[config.mk]
export PLATFORM = sky130hd
export DESIGN_NAME = banco_deslocamento
export DESIGN_NICKNAME = d
export VERILOG_FILES = /design/src/rtl/banco_deslocamento.sv
export SDC_FILE = /design/constraint.sdc
export NUM_CORES = 1
export LEC_CHECK = 0
export CORE_ASPECT_RATIO = 1.4
export CORE_MARGIN = 2
export CORE_UTILIZATION = 35
export DETAILED_ROUTE_END_ITERATION = 12
export SYNTH_ARGS = -nofsm -noshare
export SYNTH_HDL_FRONTEND = slang
export SYNTH_SLANG_ARGS = --single-unit
export TNS_END_PERCENT = 100
[constraint.sdc]
create_clock -name clk -period 2.5 [get_ports clk]
set_input_delay 0.625 -clock clk [delete_from_list [all_inputs] [get_ports clk]]
set_output_delay 0.625 -clock clk [all_outputs]
set_load 0.005 [all_outputs]
[src/rtl/banco_deslocamento.sv]
// rtl/banco_deslocamento.sv - bank of circular shift registers with shared prescaler, rotation offset and wrap pulse
module banco_deslocamento #(
  parameter int WIDTH    = 14,
  parameter int CHANNELS = 7,
  parameter int DIV      = 1
) (
  input  logic                        clk,
  input  logic                        rst_n,
  input  logic                        ch0,
  input  logic                        ch1,
  input  logic [CHANNELS*WIDTH-1:0]   dado,
  output logic [CHANNELS-1:0]         saida,
  output logic [$clog2(WIDTH)-1:0]    posicao,
  output logic                        volta
);

  localparam int PW = $clog2(WIDTH);
  localparam int CW = (DIV > 1) ? $clog2(DIV) : 1;
  localparam logic [PW-1:0] POS_MAX = PW'(WIDTH - 1);
  localparam logic [CW-1:0] PRE_MAX = CW'(DIV - 1);

  logic [WIDTH-1:0] reg_q [CHANNELS];
  logic [WIDTH-1:0] reg_d [CHANNELS];
  logic [PW-1:0]    pos_q, pos_d;
  logic [CW-1:0]    pre_q, pre_d;
  logic             volta_q, volta_d;
  logic [1:0]       mode;
  logic             tick;

  assign mode = {ch1, ch0};
  assign tick = (pre_q == PRE_MAX);

  always_comb begin
    for (int k = 0; k < CHANNELS; k++) reg_d[k] = reg_q[k];
    pos_d   = pos_q;
    pre_d   = pre_q;
    volta_d = 1'b0;
    case (mode)
      2'b01: begin
        pre_d = tick ? '0 : pre_q + 1'b1;
        if (tick) begin
          for (int k = 0; k < CHANNELS; k++)
            reg_d[k] = {reg_q[k][WIDTH-2:0], reg_q[k][WIDTH-1]};
          volta_d = (pos_q == POS_MAX);
          pos_d   = (pos_q == POS_MAX) ? '0 : pos_q + 1'b1;
        end
      end
      2'b10: begin
        pre_d = tick ? '0 : pre_q + 1'b1;
        if (tick) begin
          for (int k = 0; k < CHANNELS; k++)
            reg_d[k] = {reg_q[k][0], reg_q[k][WIDTH-1:1]};
          volta_d = (pos_q == '0);
          pos_d   = (pos_q == '0) ? POS_MAX : pos_q - 1'b1;
        end
      end
      2'b11: begin
        for (int k = 0; k < CHANNELS; k++)
          reg_d[k] = dado[k*WIDTH +: WIDTH];
        pos_d = '0;
        pre_d = '0;
      end
      default: ;
    endcase
  end

  always_ff @(posedge clk) begin
    if (!rst_n) begin
      for (int k = 0; k < CHANNELS; k++) reg_q[k] <= '0;
      pos_q   <= '0;
      pre_q   <= '0;
      volta_q <= 1'b0;
    end else begin
      for (int k = 0; k < CHANNELS; k++) reg_q[k] <= reg_d[k];
      pos_q   <= pos_d;
      pre_q   <= pre_d;
      volta_q <= volta_d;
    end
  end

  always_comb begin
    saida = '0;
    for (int k = 0; k < CHANNELS; k++) saida[k] = reg_q[k][WIDTH-1];
  end

  assign posicao = pos_q;
  assign volta   = volta_q;

endmodule
==> run_results.csv <==
group,metric,value,unit
sta,hold_slack,470,ps
sta,fin_skew,6.65,ps
global_routing,grt.total_usage,18.3,%
flow_run,maxCapViolCount,0,
clock_tree,cts_resized,0,
status,status,"finished clean",
global_routing,grt_pass1_vias,4711,
cells_and_area,syn2layout_area_growth,33.0,%
drt,post_drt_wl_per_cell,16.2,µm
placement,dp.cells,851,
setup_path,crit_path_end_kind,"flop",
sta,setup_ws,273,ps
synthesis,syn_area_per_cell,7.92,µm²
setup_path,path_class,"input pin to flop",
synthesis,ys_top_cells_by_area,"dfxtp_1 42%, a221oi_1 18%, o21ai_0 11%, a21oi_1 10%, nand2_1 7.7%",
floorplan,die_y,143,µm
sta,worst_slew_pin_slew,556,ps
sta,finalHoldViolCount,0,
clock_tree,cts_sinks,103,
sta,setup_viol,0,
floorplan,pin_count,114,
floorplan,dieWidth,104,µm
drt,ant_nets,0,
sta,period_needed,2230,ps
clock_tree,cts_max_level,3,
setup_path,ff2ff_path_depth,4,
setup_path,path_max_fanout,2,
power_and_ir_drop,power,4.00,mW
placement,postPlaceCellArea,6150,µm²
synthesis,ys_types,29,
sta,rsz0062_at_grt,"no",
placement,gp_congestion,0.771,
sta,relSlewSlack,62.9,%
power_and_ir_drop,powerDensity,620,nW/µm²
cells_and_area,finalNonFillerCells,867,
power_and_ir_drop,p_leak,2.17,nW
floorplan,core,13500,µm²
synthesis,syn_area,4850,µm²
drt,drtIter0Drc,265,
placement,hpwl,8.92,mm
cells_and_area,layout.nets,786,
global_routing,globalRouteOverflowTotal,0,
synthesis,yosys_most_used_dff,"dfxtp_1",
drt,drc,0,
clock_tree,cts_buffers,9,
clock_tree,cts_tree,"done",
sta,drv_slew,0,
synthesis,synth-simple-area-share,9.64,%
global_routing,grt_max_degree,60,
synthesis,ys_seq_area_share,42.5,%
drt,totalWireLength,14.0,mm
sta,setup_tns,0,ps
synthesis,synth_compound_area_share,39.9,%
cells_and_area,final_core_util,48.0,%
clock_tree,ctsLongestPathBuffers,2,
placement,pre_cts_ws,-81.1,ps
synthesis,postSynth.asyncResetShare,0,%
drt,dr.pass1.iters,5,
clock_tree,ctsHoldBuffers,0,
setup_path,regToRegEndpoint,"posicao[3]$_SDFFE_PN0P_",
drt,dr_total_vias,5082,
synthesis,synthXorXnorAreaFrac,0,%
setup_path,start_kind,"input pin",
setup_path,crit_arrival,2460,ps
hold_path,hold_path_class,"flop to flop",
clock_tree,post-cts-setup-buffer-count,0,
synthesis,yosys.area.top_type,"dfxtp_1",
sta,max_freq,0.449,GHz
synthesis,synth_edf_count,0,
synthesis,syn_nets,719,
setup_path,cp-startpoint,"ch0",
drt,drt-vias-per-instance,5.86,
clock_tree,cts_root_buf,"clkbuf_16",
synthesis,synthAdderAreaFrac,1.03,%
synthesis,netlist_instances,613,
setup_path,r2r_slack,850,ps
sta,finalCritPeriodShare,89.1,%
placement,portBuffers,113,
cells_and_area,final_area,6460,µm²
synthesis,synth_top_family_by_area,"compound AO/OA/AOI/OAI gates",
clock_tree,worstSkewPairLatency,340,ps
synthesis,synth.top_cell.area_share,42.5,%
floorplan,num_rows,50,
synthesis,synthMuxAreaShare,0,%
setup_path,r2r_start,"posicao[0]$_SDFFE_PN0P_",
cells_and_area,drive_gt1_share,6.28,%
floorplan,initial_core_util,36.1,%
setup_path,crit_end,"posicao[3]$_SDFFE_PN0P_",
clock_tree,path_clk_slew,70,ps
floorplan,die-area,14800,µm²
global_routing,antenna_found_initial,0,
power_and_ir_drop,ir_worst_vdd,0.000299,V
synthesis,ys_ff_latch,103,
synthesis,yosysWarningCount,0,
global_routing,grt_pass1_wl,22.9,mm
cells_and_area,diodes,0,
synthesis,yosysMostFrequentCell,"o21ai_0",
synthesis,ys_top_cells_by_count,"106 x o21ai_0, 103 x dfxtp_1, 100 x a21oi_1, 100 x nand2_1, 98 x a221oi_1",
setup_path,cp.required,2730,ps
## metal layers
metal | global-route usage (%) | vias up | part of all wire (%)
met5 | 0 | - | 0
met4 | 4.98 | 0 | 1.1
met3 | 5.03 | 11 | 8.3
met2 | 30.1 | 211 | 48
met1 | 23.8 | 2431 | 42
li1 | - | 2429 | -
## registers in the layout (all words and copies together) (netlist names)
| name | count |
|---|---|
| posicao | 4 |
| volta | 1 |
| reg_q | 98 |
## logic make-up (layout without fill, tap and decap cells)
kind of cell	after synthesis	count (layout)
compound gates	311	311
flops	103	103
simple gates	115	115
buf+inv	80	152
fa+ha+maj	4	4
## power breakdown
| group | switching, mW | internal, mW | leakage, nW | total [mW] |
|---|---|---|---|---|
| logic | 0.329 | 0.360 | 1.17 | 0.689 |
| clock network | 0.647 | 0.789 | 0.151 | 1.44 |
| registers | 0.107 | 1.77 | 0.851 | 1.88 |
| total | 1.08 | 2.92 | 2.17 | 4.00 |
## worst min-delay path by stage
stage,cells after the start,endpoint,slack [ps],start
6_report,2,reg_q[3][13]$_SDFFE_PN0P_,470,reg_q[3][12]$_SDFFE_PN0P_
5_1_grt,2,reg_q[3][13]$_SDFFE_PN0P_,490,reg_q[3][12]$_SDFFE_PN0P_
4_1_cts,2,reg_q[2][11]$_SDFFE_PN0P_,470,reg_q[2][10]$_SDFFE_PN0P_
3_5_place_dp,2,reg_q[2][2]$_SDFFE_PN0P_,460,reg_q[2][1]$_SDFFE_PN0P_
3_3_place_gp,2,reg_q[3][12]$_SDFFE_PN0P_,460,reg_q[3][11]$_SDFFE_PN0P_
2_1_floorplan,2,reg_q[0][10]$_SDFFE_PN0P_,440,reg_q[0][9]$_SDFFE_PN0P_
## worst max-delay path, stage by stage
cell and delay (ps):
clkdlybuf4s50_1 480, inv_1 80, ha_4 160, or3_1 370
or3b_1 400, and3_1 180, o21a_1 170
## final cells by class
| class | instances | area (µm²) |
|---|---|---|
| clock buffer | 9 | 225 |
| clock inverter | 7 | 81.3 |
| fill | 1312 | 6990 |
| inverter | 4 | 15.0 |
| multi-input combinational | 430 | 2500 |
| sequential | 103 | 2060 |
| tap | 182 | 228 |
| timing repair buffer | 132 | 1340 |
## cell usage in the layout (no fill, tap or decap)
master,synthesis,layout
and2_2,1,1
nor4b_1,1,1
a211oi_1,1,1
nor2_4,0,1
buf_12,0,6
a21oi_1,100,100
a21boi_0,1,1
o21a_1,1,1
bufinv_16,0,1
clkdlybuf4s50_1,0,112
clkbuf_16,0,9
inv_1,3,3
ha_4,0,3
nand2b_1,1,1
o21ai_0,106,106
nor3_1,1,1
inv_8,0,1
nor2_1,3,2
nand3_1,3,3
clkinv_2,0,1
buf_2,2,1
o211ai_1,1,1
a221oi_1,98,98
clkinv_4,0,4
inv_2,0,1
buf_4,7,13
or3_1,1,1
and3b_2,1,1
nand2_1,100,100
dfxtp_1,103,103
and2b_1,1,1
and3_1,1,1
ha_1,4,1
or3b_1,1,1
a31oi_1,3,3
No activity file was read; power rests on OpenSTA's default activity.
